`config.mk`:
```
export PLATFORM = sky130hd
export DESIGN_NAME = hawk_axird_arb
export DESIGN_NICKNAME = d
export VERILOG_FILES = /design/src/rtl/hawk_axird_arb_pkg.sv /design/src/rtl/hawk_rd_route_fifo.sv /design/src/rtl/hawk_axird_arb.sv
export SDC_FILE = /design/constraint.sdc
export NUM_CORES = 1
export LEC_CHECK = 0
export ABC_CLOCK_PERIOD_IN_PS = 4600
export BUFFER_PORTS_ARGS = -buffer_cell sky130_fd_sc_hd__buf_2
export CAP_MARGIN = 15
export CORE_AREA = 2 2 524 526
export CTS_CLUSTER_DIAMETER = 200
export DETAILED_ROUTE_END_ITERATION = 12
export DIE_AREA = 0 0 526 528
export HOLD_SLACK_MARGIN = 0.02
export MAX_ROUTING_LAYER = met4
export SYNTH_ARGS = -nofsm -noshare
export SYNTH_HDL_FRONTEND = slang
export SYNTH_SLANG_ARGS = --single-unit
```
`constraint.sdc`:
```
create_clock -name clk_i -period 4.6 [get_ports clk_i]
set_input_delay 0.92 -clock clk_i [delete_from_list [all_inputs] [get_ports clk_i]]
set_output_delay 0.92 -clock clk_i [all_outputs]
set_load 0.05 [all_outputs]
```
`src/rtl/hawk_axird_arb_pkg.sv`:
```
`default_nettype none
// ============================================================================
// Module   : hawk_axird_arb_pkg
// Brief    : Shared types, requester indices and the round-robin pick helper
//            for the HAWK AXI read-port arbiter.
// Revision : 1.0 - initial release
// ============================================================================
package hawk_axird_arb_pkg;

  // Arbiter FSM states
  typedef enum logic [2:0] {
    ARB_IDLE         = 3'd0,
    ARB_ISSUE        = 3'd1,
    ARB_LOCKED_IDLE  = 3'd2,
    ARB_LOCKED_ISSUE = 3'd3,
    ARB_DRAIN_LOCK   = 3'd4
  } arb_state_e;

  localparam int RD_NUM_REQ = 3;
  // Widest request vector the pick helper understands
  localparam int RD_MAX_REQ = 8;

  // One route FIFO entry: the index of the requester owning a read
  typedef logic [$clog2(RD_NUM_REQ)-1:0] route_entry_t;

  localparam int RD_REQ_PGRD   = 0;
  localparam int RD_REQ_DECOMP = 1;
  localparam int RD_REQ_COMP   = 2;

  // Round-robin pick: first eligible index after 'last', wrapping at n.
  // Returns -1 when nothing is eligible.
  function automatic int rr_pick(input logic [RD_MAX_REQ-1:0] elig,
                                 input int n, input int last);
    int idx;
    rr_pick = -1;
    for (int k = 1; k <= RD_MAX_REQ; k++) begin
      idx = (last + k) % n;
      if (k <= n && rr_pick < 0 && elig[idx[2:0]]) rr_pick = idx;
    end
  endfunction

endpackage
`default_nettype wire

```
`src/rtl/hawk_rd_route_fifo.sv`:
```
`default_nettype none
// ============================================================================
// Module   : hawk_rd_route_fifo
// Brief    : In-order FIFO holding the owner index of every outstanding read.
//            Simultaneous push and pop are both honoured.
// Revision : 1.0 - initial release
// ============================================================================
module hawk_rd_route_fifo #(
  parameter int DEPTH = 4,
  parameter int WIDTH = 2
) (
  input  logic                     clk_i,
  input  logic                     rst_i,
  input  logic                     push_i,
  input  logic [WIDTH-1:0]         din_i,
  input  logic                     pop_i,
  output logic [WIDTH-1:0]         dout_o,
  output logic                     full_o,
  output logic                     empty_o,
  output logic [$clog2(DEPTH):0]   count_o
);

  localparam int PTR_W = $clog2(DEPTH);
  localparam int CNT_W = PTR_W + 1;

  logic [WIDTH-1:0] mem_q [DEPTH];
  logic [PTR_W-1:0] wr_ptr_q, wr_ptr_d, rd_ptr_q, rd_ptr_d;
  logic [CNT_W-1:0] cnt_q, cnt_d;
  logic             wr, rd;

  // Pointer and occupancy update; writes into a full FIFO and reads from an empty one are dropped
  always_comb begin
    wr       = push_i && !full_o;
    rd       = pop_i && !empty_o;
    wr_ptr_d = wr ? wr_ptr_q + 1'b1 : wr_ptr_q;
    rd_ptr_d = rd ? rd_ptr_q + 1'b1 : rd_ptr_q;
    cnt_d    = cnt_q;
    if (wr && !rd) cnt_d = cnt_q + 1'b1;
    else if (rd && !wr) cnt_d = cnt_q - 1'b1;
  end

  // Control registers
  always_ff @(posedge clk_i or posedge rst_i) begin
    if (rst_i) begin
      wr_ptr_q <= '0;
      rd_ptr_q <= '0;
      cnt_q    <= '0;
    end else begin
      wr_ptr_q <= wr_ptr_d;
      rd_ptr_q <= rd_ptr_d;
      cnt_q    <= cnt_d;
    end
  end

  // Storage needs no reset: occupancy alone decides what is valid
  always_ff @(posedge clk_i) begin
    if (wr) mem_q[wr_ptr_q] <= din_i;
  end

  assign dout_o  = mem_q[rd_ptr_q];
  assign full_o  = (cnt_q == CNT_W'(DEPTH));
  assign empty_o = (cnt_q == '0);
  assign count_o = cnt_q;

endmodule
`default_nettype wire

```
`src/rtl/hawk_axird_arb.sv`:
```
`default_nettype none
// ============================================================================
// Module   : hawk_axird_arb
// Brief    : Round-robin arbiter sharing one AXI4 AR/R port between the HAWK
//            page-read, decompression and compression managers, with an
//            exclusive lock for the decompression burst sequence.
// Revision : 1.0 - initial release
// ============================================================================
module hawk_axird_arb
  import hawk_axird_arb_pkg::*;
#(
  parameter int NUM_REQ   = RD_NUM_REQ,
  parameter int ADDR_W    = 64,
  parameter int DATA_W    = 512,
  parameter int MAX_OUTST = 4,
  parameter int LOCK_REQ  = RD_REQ_DECOMP
) (
  input  logic                        clk_i,
  input  logic                        rst_i,
  input  logic [NUM_REQ-1:0]          req_arvalid_i,
  input  logic [NUM_REQ*ADDR_W-1:0]   req_araddr_i,
  input  logic [NUM_REQ*8-1:0]        req_arlen_i,
  output logic [NUM_REQ-1:0]          req_arready_o,
  input  logic                        lock_i,
  output logic                        lock_gnt_o,
  output logic                        m_arvalid_o,
  output logic [ADDR_W-1:0]           m_araddr_o,
  output logic [7:0]                  m_arlen_o,
  input  logic                        m_arready_i,
  input  logic                        m_rvalid_i,
  input  logic [DATA_W-1:0]           m_rdata_i,
  input  logic [1:0]                  m_rresp_i,
  input  logic                        m_rlast_i,
  output logic                        m_rready_o,
  output logic [NUM_REQ-1:0]          req_rvalid_o,
  input  logic [NUM_REQ-1:0]          req_rready_i,
  output logic [DATA_W-1:0]           r_data_o,
  output logic [1:0]                  r_resp_o,
  output logic                        r_last_o,
  output logic [$clog2(MAX_OUTST):0]  outst_cnt_o,
  output logic                        err_o
);

  localparam int IDX_W = (NUM_REQ > 1) ? $clog2(NUM_REQ) : 1;

  arb_state_e         state_q, state_d;
  logic               m_arvalid_q, m_arvalid_d;
  logic [ADDR_W-1:0]  m_araddr_q, m_araddr_d;
  logic [7:0]         m_arlen_q, m_arlen_d;
  logic [IDX_W-1:0]   cur_q, cur_d, last_gnt_q, last_gnt_d;
  logic               lock_gnt_q, lock_gnt_d;
  logic               err_q, err_d;

  logic [NUM_REQ-1:0] elig, lock_mask;
  logic [IDX_W-1:0]   win, head;
  logic               found, do_grant, push, pop, rready_sel;
  logic               fifo_full, fifo_empty;
  int                 pick;

  // Arbitration FSM: pick a winner, hold the AR until accepted, manage the lock
  always_comb begin
    state_d       = state_q;
    m_arvalid_d   = m_arvalid_q;
    m_araddr_d    = m_araddr_q;
    m_arlen_d     = m_arlen_q;
    cur_d         = cur_q;
    last_gnt_d    = last_gnt_q;
    lock_gnt_d    = lock_gnt_q;
    req_arready_o = '0;
    push          = 1'b0;
    do_grant      = 1'b0;

    lock_mask           = '0;
    lock_mask[LOCK_REQ] = 1'b1;
    elig  = (state_q == ARB_LOCKED_IDLE) ? (req_arvalid_i & lock_mask) : req_arvalid_i;
    pick  = rr_pick(RD_MAX_REQ'(elig), NUM_REQ, int'(last_gnt_q));
    found = (pick >= 0);
    win   = pick[IDX_W-1:0];

    case (state_q)
      ARB_IDLE: begin
        if (lock_i) begin
          state_d = ARB_DRAIN_LOCK;
        end else if (!fifo_full && found) begin
          do_grant = 1'b1;
          state_d  = ARB_ISSUE;
        end
      end
      ARB_LOCKED_IDLE: begin
        if (!lock_i) begin
          lock_gnt_d = 1'b0;
          state_d    = ARB_IDLE;
        end else if (!fifo_full && found) begin
          do_grant = 1'b1;
          state_d  = ARB_LOCKED_ISSUE;
        end
      end
      ARB_ISSUE, ARB_LOCKED_ISSUE: begin
        if (m_arready_i) begin
          m_arvalid_d = 1'b0;
          push        = 1'b1;
          last_gnt_d  = cur_q;
          state_d     = (state_q == ARB_ISSUE) ? ARB_IDLE : ARB_LOCKED_IDLE;
        end
      end
      ARB_DRAIN_LOCK: begin
        // No grants here, so every outstanding read belongs to a pre-lock owner
        if (outst_cnt_o == '0) begin
          lock_gnt_d = 1'b1;
          state_d    = ARB_LOCKED_IDLE;
        end
      end
      default: state_d = ARB_IDLE;
    endcase

    if (do_grant) begin
      m_arvalid_d = 1'b1;
      cur_d       = win;
      for (int i = 0; i < NUM_REQ; i++) begin
        if (win == IDX_W'(i)) begin
          m_araddr_d       = req_araddr_i[i*ADDR_W +: ADDR_W];
          m_arlen_d        = req_arlen_i[i*8 +: 8];
          req_arready_o[i] = 1'b1;
        end
      end
    end
  end

  // R steering: FIFO head owns the beat; with no owner, drain and flag an error
  always_comb begin
    req_rvalid_o = '0;
    rready_sel   = 1'b0;
    for (int i = 0; i < NUM_REQ; i++) begin
      if (!fifo_empty && head == IDX_W'(i)) begin
        req_rvalid_o[i] = m_rvalid_i;
        rready_sel      = req_rready_i[i];
      end
    end
    m_rready_o = fifo_empty ? m_rvalid_i : rready_sel;
    pop        = !fifo_empty && m_rvalid_i && m_rready_o && m_rlast_i;
    err_d      = err_q | (fifo_empty & m_rvalid_i);
  end

  // State and registered outputs
  always_ff @(posedge clk_i or posedge rst_i) begin
    if (rst_i) begin
      state_q     <= ARB_IDLE;
      m_arvalid_q <= 1'b0;
      m_araddr_q  <= '0;
      m_arlen_q   <= '0;
      cur_q       <= '0;
      last_gnt_q  <= IDX_W'(NUM_REQ - 1);
      lock_gnt_q  <= 1'b0;
      err_q       <= 1'b0;
    end else begin
      state_q     <= state_d;
      m_arvalid_q <= m_arvalid_d;
      m_araddr_q  <= m_araddr_d;
      m_arlen_q   <= m_arlen_d;
      cur_q       <= cur_d;
      last_gnt_q  <= last_gnt_d;
      lock_gnt_q  <= lock_gnt_d;
      err_q       <= err_d;
    end
  end

  hawk_rd_route_fifo #(
    .DEPTH (MAX_OUTST),
    .WIDTH (IDX_W)
  ) u_route_fifo (
    .clk_i   (clk_i),
    .rst_i   (rst_i),
    .push_i  (push),
    .din_i   (cur_q),
    .pop_i   (pop),
    .dout_o  (head),
    .full_o  (fifo_full),
    .empty_o (fifo_empty),
    .count_o (outst_cnt_o)
  );

  assign m_arvalid_o = m_arvalid_q;
  assign m_araddr_o  = m_araddr_q;
  assign m_arlen_o   = m_arlen_q;
  assign lock_gnt_o  = lock_gnt_q;
  assign err_o       = err_q;
  assign r_data_o    = m_rdata_i;
  assign r_resp_o    = m_rresp_i;
  assign r_last_o    = m_rlast_i;

endmodule
`default_nettype wire

```
# == Word-level counts from Yosys, hierarchy flattened ==
# Memories as Yosys holds them, arrays and structs flattened.
# Cells that the tools add are included.
# word_totals
regBits,89
ramBits,8
input_bits,742
output_inout_bits,600
elab_cells,127
mem_count,1
# op_classes
n_addsub,7
div,3
n_lt_le_gt_ge,6
eq_ne,14
n_mux,51
bitwise,2
reduce_logical,32
# mem_list
memory,depth,width,read_ports,rd_clocked_by_memory_dff,write_ports,line_no,text
u_route_fifo.mem_q,4,2,1,0,1,hawk_rd_route_fifo.sv:26,logic [WIDTH-1:0] mem_q [DEPTH];
# ops
operator,n
$mux 64,3
$mod 32x3->32 const B,3
$mux 32,3
$lt 32x1->1 const B,2
$ge 32x1->1 const B,1
$mux 3,10
$mux 1,25
$mux 8,3
$logic_and 1x1->1,13
$lt 3x4->1 const B,3
$pmux 3 s4,1
$bmux 1 s3,3
$reduce_bool 2->1,4
$add 2x2->3 const B,2
$eq 3x2->1 const B,2
$eq 3x3->1 const B,2
$logic_not 3->1,2
$ne 2x2->1 const B,3
$reduce_and 2->1,3
$add 2x1->2 const B,2
$eq 2x1->1 const B,2
$eq 2x2->1 const B,2
$logic_not 1->1,4
$logic_not 2->1,2
other kinds (14),15

# == Longest topological paths before layout ==
# Gate-level depths: netlist of run 1.
# logic_depth
depth_word,18
mapped_depth,14
mapped_depth_nobuf,12

# == Modules after synthesis ==
# A second synthesis of run 1 with hierarchy kept.
# unflattened
cells_unflattened,1184
hier_area_um2,9801.9
# by_module_without_submodules
mod,instances,cells_per_inst,area_per_inst_um2,seq_area_each_um2
hawk_axird_arb,1,1137,9087.5,2053.2
hawk_rd_route_fifo,1,47,714.4,415.4

# == Worst setup path before layout of run 1 ==
# Ideal clock, no wire load.
# synth_path
kind,register to output
from,register last_gnt_q[1]
to,output port req_arready_o[0]
arrival_time_ns,3.622
t_required_ns,3.680
slack_ns,0.058
stages_incl_launch_ff,13
path_buffers,3
cell_sequence,dfstp_2 -> inv_1 -> ha_1 -> buf_2 -> nand3b_1 -> ha_1 -> o22a_1 -> nor4bb_1 -> a211o_1 -> and3_4 -> buf_6 -> buf_6 -> nor3_1
# synth_between
elab_chain_cells,17
elab_cells_between_ends,28
classes_between,add/sub (3); div (3); order compare (3); mux (15); reduce/logical (4)
# synth_lines
item,line_no,text
from (decl),hawk_axird_arb.sv:50,"logic [IDX_W-1:0] cur_q, cur_d, last_gnt_q, last_gnt_d;"
from (signal assigned),hawk_axird_arb.sv:152,last_gnt_q <= IDX_W'(NUM_REQ - 1);
from (signal assigned),hawk_axird_arb.sv:161,last_gnt_q <= last_gnt_d;
$add 2x1->3,hawk_axird_arb_pkg.sv:37,idx = (last + k) % n;
$mod 32x3->32,hawk_axird_arb_pkg.sv:37,
$bmux 1 s3,hawk_axird_arb_pkg.sv:38,if (k <= n && rr_pick < 0 && elig[idx[2:0]]) rr_pick = idx;
$mux 1 (not written as such),hawk_axird_arb_pkg.sv:38,
$mux 32,hawk_axird_arb_pkg.sv:38,
$lt 32x1->1,hawk_axird_arb_pkg.sv:38,
$logic_and 1x1->1,hawk_axird_arb_pkg.sv:38,
$mux 32,hawk_axird_arb_pkg.sv:38,
$lt 32x1->1,hawk_axird_arb_pkg.sv:38,
$logic_and 1x1->1,hawk_axird_arb_pkg.sv:38,
$mux 32 *,hawk_axird_arb_pkg.sv:38,
$ge 32x1->1,hawk_axird_arb.sv:77,found = (pick >= 0);
$logic_and 1x1->1,"hawk_axird_arb.sv:84, hawk_axird_arb.sv:93",
$mux 1,"hawk_axird_arb.sv:84, hawk_axird_arb.sv:93",
$mux 1 (on tied branches),"hawk_axird_arb.sv:90, hawk_axird_arb.sv:82",
$pmux 1 s2,hawk_axird_arb.sv:80,case (state_q)
$mux 3 *,hawk_axird_arb.sv:116,if (do_grant) begin
to (decl),hawk_axird_arb.sv:23,"output logic [NUM_REQ-1:0] req_arready_o,"
# Every way passes the cells marked *; elsewhere a longest branch is shown, timed or not. The select of a mux whose other input is x is not followed.

# == Worst setup path in the final report of run 1 ==
# Ends and elaborated chain as after synthesis.

==> results of run 1 <==
[registers in the layout (all words and copies together) (netlist names)]
register,flops
err_o,1
last_gnt_q,2
cur_q,2
u_route_fifo.wr_ptr_q,2
state_q,3
m_arlen_o,8
m_arvalid_o,1
u_route_fifo.rd_ptr_q,2
u_route_fifo.count_o,3
lock_gnt_o,1
u_route_fifo.mem_q,8
m_araddr_o,64
[per-stage QoR]
| step | cell area (µm²) | hold slack (ns) | std cells | util (%) | power, W |
|---|---|---|---|---|---|
| after CTS | 11870 | 0.4725 | 4448 | 4.357 | 0.01028 |
| final | 12050 | 0.4704 | 4517 | 4.424 | 0.01005 |
| after global routing | 12020 | 0.5040 | 4505 | 4.413 | 0.01061 |
| after floorplan | 9428 | 0.4812 | 1078 | - | 0.007489 |
| after detailed placement | 11540 | 0.4672 | 4431 | 4.236 | 0.009168 |
| after global placement | 11540 | 0.4605 | 4431 | 4.236 | 0.009142 |
[per-layer routing]
metal | share of wire (%) | global-route usage, %
met1 | 11 | 4.243
met4 | 6.3 | 6.814
met2 | 39 | 18.34
met3 | 44 | 27.07
met5 | 0 | -
[worst paths after layout]
check	startpoint	cells past startpoint	endpoint	slack [ns]
hold reg to reg	m_araddr_o[13]	2	m_araddr_o[13]	0.49
min in group clk_i	m_araddr_o[13]	2	m_araddr_o[13]	0.49
hold / removal	rst_i	2	m_arlen_o[2]	0.47
setup reg to reg	last_gnt_q[0]	12	m_arlen_o[5]	0.62
setup / recovery	last_gnt_q[1]	11	req_arready_o[0]	0.17
max in group asynchronous	rst_i	3	m_araddr_o[38]	3.04
[kinds of logic (layout without fill, tap and decap cells)]
| kind of cell | after synthesis | in the layout | synth area share [%] |
|---|---|---|---|
| muxes | 9 | 9 | 1.301 |
| other | 0 | 67 | 0 |
| xor gates and xnor gates | 7 | 7 | 0.6503 |
| and+or+nand+nor | 203 | 203 | 11.89 |
| buffers and inverters | 575 | 358 | 44.63 |
| adders and majority gates | 16 | 16 | 2.203 |
| AOI/OAI and AO/OA | 171 | 171 | 13.14 |
| DFF | 97 | 97 | 26.18 |
[timing repair]
action                     4_1_cts  5_1_grt
setup endpoints to repair        1        2
gates cloned                     0        0
setup buffers                    1        2
resized for setup                4        1
pin swaps                        1        1
[area by class of cell]
type,instances,share of cell area (%)
Timing Repair Buffer,331,14.81
Sequential cell,97,20.48
Antenna cell,67,1.391
Multi-Input combinational cell,406,23.11
Tap cell,3589,37.26
Clock buffer,9,1.869
Clock inverter,7,0.6955
Inverter,11,0.3841
[cell usage after synthesis (3+ instances only)]
library cell / number
and2_1: 5
nand2b_1: 3
o221ai_1: 60
buf_2: 18
inv_1: 11
edfxtp_1: 8
nand2_1: 73
ha_1: 15
o21ai_1: 60
xnor2_1: 5
nand3b_1: 14
clkbuf_1: 17
nor3_2: 27
buf_6: 11
dfrtp_1: 88
a22oi_1: 3
mux2_2: 6
nor2_1: 23
nor3_1: 38
buf_4: 518
a21oi_1: 3
nand3_1: 4
a22oi_2: 9
o21ai_0: 5
a31oi_1: 14
nand4_1: 3
[power by group]
part / switching, W / internal, W
registers: 0.000322 / 0.00126
clock network: 0.000553 / 0.000439
logic: 0.00565 / 0.00183
total: 0.00653 / 0.00353
==> metrics.txt, run 1 <==
CTS tree built; CP Capture Type primary output; Initial Utilization around 3.5%; initial antenna violation count 91; clk sinks between 90 and 100; Placer Congestion 0.9483; # rows 192; clock skew between 0.02 and 0.025 ns; share of the synthesized area in the top cell type between 40% and 50%; Final Cycle Share 96.21%; Hold WC Path Type input pin to async pin; Slew HR between 40% and 50%; vias in the first global route between 6000 and 7000; vias just under 8000; Yosys top cell by area buf_4; CP cell instances inv_1 -> ha_2 -> nand3b_1 -> ha_1 -> o22a_1 -> nor4bb_1 -> a211o_1 -> and3_4 -> nor3_4 -> buf_6 -> buf_4; pwr/cell area 834.0 nW/µm²; Syn. warnings 0; Pre-Repair DR Iteration Count 5; port bufs between 300 and 400; CP max-delay cell dfstp_2; CTS Hold Buffers Added 0; Clk Latency, worst-skew pair about 0.43 ns; Worst-Margin Slew just over 0.8 ns; core area around 270000 µm²; Pleak ~3.6 nW; CP Buf/Inv Count 3; largest net degree at the start of global routing 85; sequential cell area around 2500 µm²; most frequent cells in the layout buf_2 (311), dfrtp_1 (88), nand2_1 (73); Die Area about 280000 µm²; clock buffer depth 2; Multi-input gate area 2785 µm²; post-synthesis cell count 1078; worst path arrival time 3.51 ns; Reg clk slew, reported paths approximately 0.12 ns; drt drc 0; final worst path period need 4.426 ns; dpl ws 0.2748 ns; Required @ worst endpoint 3.68 ns; type of origin of the critical path register; first-pass GRT wire length 208600 µm; Peak VDD IR roughly 1300 µV; number of DRC markers in iteration 0 780; EDFF count, synth 8; setup tns final 0 ns; ranking of synthesized cells by area buf_4 (41%), dfrtp_1 (23%), o221ai_1 (5.6%); share of cells above drive strength 1 roughly 47%; # fillers between 30000 and 40000; maximum capacitance violations 0; CP max stage delay 0.62 ns; status finished, final reports clean; Avg Vias per Cell about 1.7; die width between 500 and 600 µm; Final Max Slew Viols 0; CTS root buf clkbuf_16; ys flop type dfrtp_1; Routed WL per cell 42.41 µm; final number of setup-violating endpoints 0; Routed Antenna Nets 0; Die Y around 530 µm; Final HPWL DP around 180000 µm; CP top delay family simple AND/OR/NAND/NOR gates; crit path max fanout 10; distinct cell type count after synthesis 56; post-synthesis async set-or-reset flop share between 90% and 100%; fmax between 200 and 250 MHz; Worst Setup Path Type register to primary output; synthesis-stage register bit count 97; final number of hold-violating endpoints 0; gr usage total a little over an eighth; Final Net Count around 1600; Avg Inst Size Synth just under 9 µm²; GRT overflow 0; final WL 191600 µm; Seq/Total Area, Yosys between 20% and 30%; RSZ-0062 raised after global routing false; I/O pin total between 1000 and 1500; area grow syn2layout 27.84%; most common cell after layout, fill and taps aside buf_2; H-Tree Level Count 3; cts bufs inserted 9; Final Worst Setup Slack roughly 0.17 ns; synthesized area between 9000 and 10000 µm²; Syn Nets roughly 1800
Note: power is estimated with default switching activity, not from simulation.
==> inputs of run 2 (changes only) <==
- ABC_CLOCK_PERIOD_IN_PS: 4600 -> 5450
- CORE_AREA: 2 2 524 526 -> 2 2 516 518
- DIE_AREA: 0 0 526 528 -> 0 0 518 520
- clock period: 4.6 -> 5.45 ns (I/O delays scaled with it)
==> run 2 against run 1 <==
Compared with the run above:
- die area decreased by 3.0%
- total power decreased by 19%
- sequential power decreased by 17%
- worst setup slack improved by 0.52 ns
- clock skew decreased by 0.0085 ns
- first-iteration DRC count decreased by 21%
- final cell count decreased by 1.4%
- global-route usage increased by 0.39 points
- cell area decreased by 1.4%
- count of clock-buffer cells in the layout increased by 1
- largest cell class unchanged
==> metrics.txt, run 2 (same netlist as run 1, synthesis figures left out) <==
area grow syn2layout 26.06%; RSZ-0062 raised after global routing false; largest net degree at the start of global routing 90; CTS tree built; clock buffer depth 2; status finished, final reports clean; port bufs ~310; number of DRC markers in iteration 0 roughly 620; stages on the worst setup path 11; setup tns final 0 ns; cts bufs inserted 9; CP max stage delay 0.60 ns; final number of hold-violating endpoints 0; share of cells above drive strength 1 a little under half; dpl ws 1.099 ns; final worst path period need roughly 4.8 ns; clock skew between 0.015 and 0.02 ns; I/O pin total 1342; flop-to-flop setup slack 1.20 ns; gr usage total roughly 14%; GRT overflow 0; CP Capture Type primary output; type of origin of the critical path register; maximum capacitance violations 0; Avg Vias per Cell ~1.8; CP max-delay cell dfstp_2; Routed Antenna Nets 0; vias 7836; final number of setup-violating endpoints 0; Final Cycle Share slightly below 90%; vias in the first global route ~7100; Slew HR about 37%; Placer Congestion just under 1; worst path arrival time 3.67 ns; clk sinks between 90 and 100; die width roughly 520 µm; Hold WC Path Type register to register; flip-flop count of the largest register after layout 64; Worst Setup Path Type register to primary output; CP Buf/Inv Count 3; Initial Utilization 3.572%; Final Max Slew Viols 0; Worst R2R Start last_gnt_q[1]; core area 263900 µm²; Pre-Repair DR Iteration Count 7; most frequent cells in the layout buf_2 (312), dfrtp_1 (88), nand2_1 (73); drt drc 0; initial antenna violation count 98; RR Endpoint m_araddr_o[40]; crit path max fanout 10; Min-Delay Endpoint err_o; fmax 210.1 MHz; Gates resized, CTS repair 0; Post-CTS Setup Bufs 0; Final Core Density 4.504%; first-pass GRT wire length approximately 210000 µm; final WL ~190000 µm; # rows approximately 190; Reg clk slew, reported paths approximately 0.090 ns; CP dominant cell by count ha_1; most common cell after layout, fill and taps aside buf_2; CTS root buf clkbuf_16; Final Worst Setup Slack between 0.6 and 0.7 ns; Peak VDD IR between 1000 and 1500 µV; hold path cells 1; H-Tree Level Count 3; Die Area between 200000 and 300000 µm²; Clk Latency, worst-skew pair roughly 0.43 ns; # fillers ~31000; Final Net Count 1609; Routed WL per cell around 43 µm; Worst Reg-to-Reg Cells 12; Required @ worst endpoint 4.36 ns; CP cell instances inv_1 -> ha_1 -> nand3b_1 -> ha_1 -> o22a_1 -> nor4bb_1 -> a211o_1 -> and3_4 -> nor3_1 -> buf_4 -> buf_12; pwr/cell area 684.8 nW/µm²; Die Y about 520 µm; final hold slack approximately 0.48 ns; CTS Hold Buffers Added 0; CP top delay family simple AND/OR/NAND/NOR gates; Worst-Margin Slew about 0.94 ns; Final HPWL DP ~180000 µm; hold_sp err_o; Pleak about 3.5 nW
run 2: per-layer routing:
layer	GRT usage (%)	wire, µm	share of wire (%)
met2	19.42	76780	40
met3	27.12	81960	43
met1	4.177	19190	10
met5	-	0	0
met4	7.474	12130	6.4
run 2: per-stage QoR:
stage / total power (W) / cell area (µm²) / instances
final: 0.008139 / 11890 / 4455
after global routing: 0.008629 / 11870 / 4450
after CTS: 0.008349 / 11720 / 4389
after detailed placement: 0.007521 / 11430 / 4373
after global placement: 0.007486 / 11430 / 4373
after floorplan: 0.006321 / 9428 / 1078
run 2: final cells by class:
class,instances,area (µm²),share of cell area [%]
Antenna cell,66,165.2,1.390
Clock buffer,10,239.0,2.011
Clock inverter,6,47.55,0.4000
Inverter,11,43.79,0.3685
Multi-Input combinational cell,406,2771,23.32
Sequential cell,97,2469,20.77
Tap cell,3533,4420,37.19
Timing Repair Buffer,326,1729,14.55
run 2: worst max path at each step:
| stage | start | end | slack [ns] |
|---|---|---|---|
| after floorplan | last_gnt_q[1] | req_arready_o[0] | 0.74 |
| after global placement | last_gnt_q[1] | req_arready_o[0] | 1.02 |
| after detailed placement | last_gnt_q[1] | req_arready_o[0] | 1.10 |
| after CTS | last_gnt_q[1] | req_arready_o[0] | 0.56 |
| after global routing | last_gnt_q[1] | req_arready_o[0] | 0.45 |
| final | last_gnt_q[1] | req_arready_o[0] | 0.69 |
run 2: worst reg2reg max path: stages (launching register included):
cell	delay (ns)
dfstp_2	0.60
inv_1	0.10
ha_1	0.42
nand3b_1	0.22
ha_1	0.21
o22a_1	0.23
nor4bb_1	0.16
a211o_1	0.38
a21oi_4	0.15
buf_4	0.51
buf_4	0.73
nor3_1	0.23
o21ai_1	0.21
run 2: report_power, final:
group / total, W / internal [W] / switching [W] / leakage [nW]
registers: 0.00131 / 0.00106 / 0.000245 / 1.16
clock network: 0.000767 / 0.000329 / 0.000438 / 0.136
logic: 0.00606 / 0.00145 / 0.00461 / 2.24
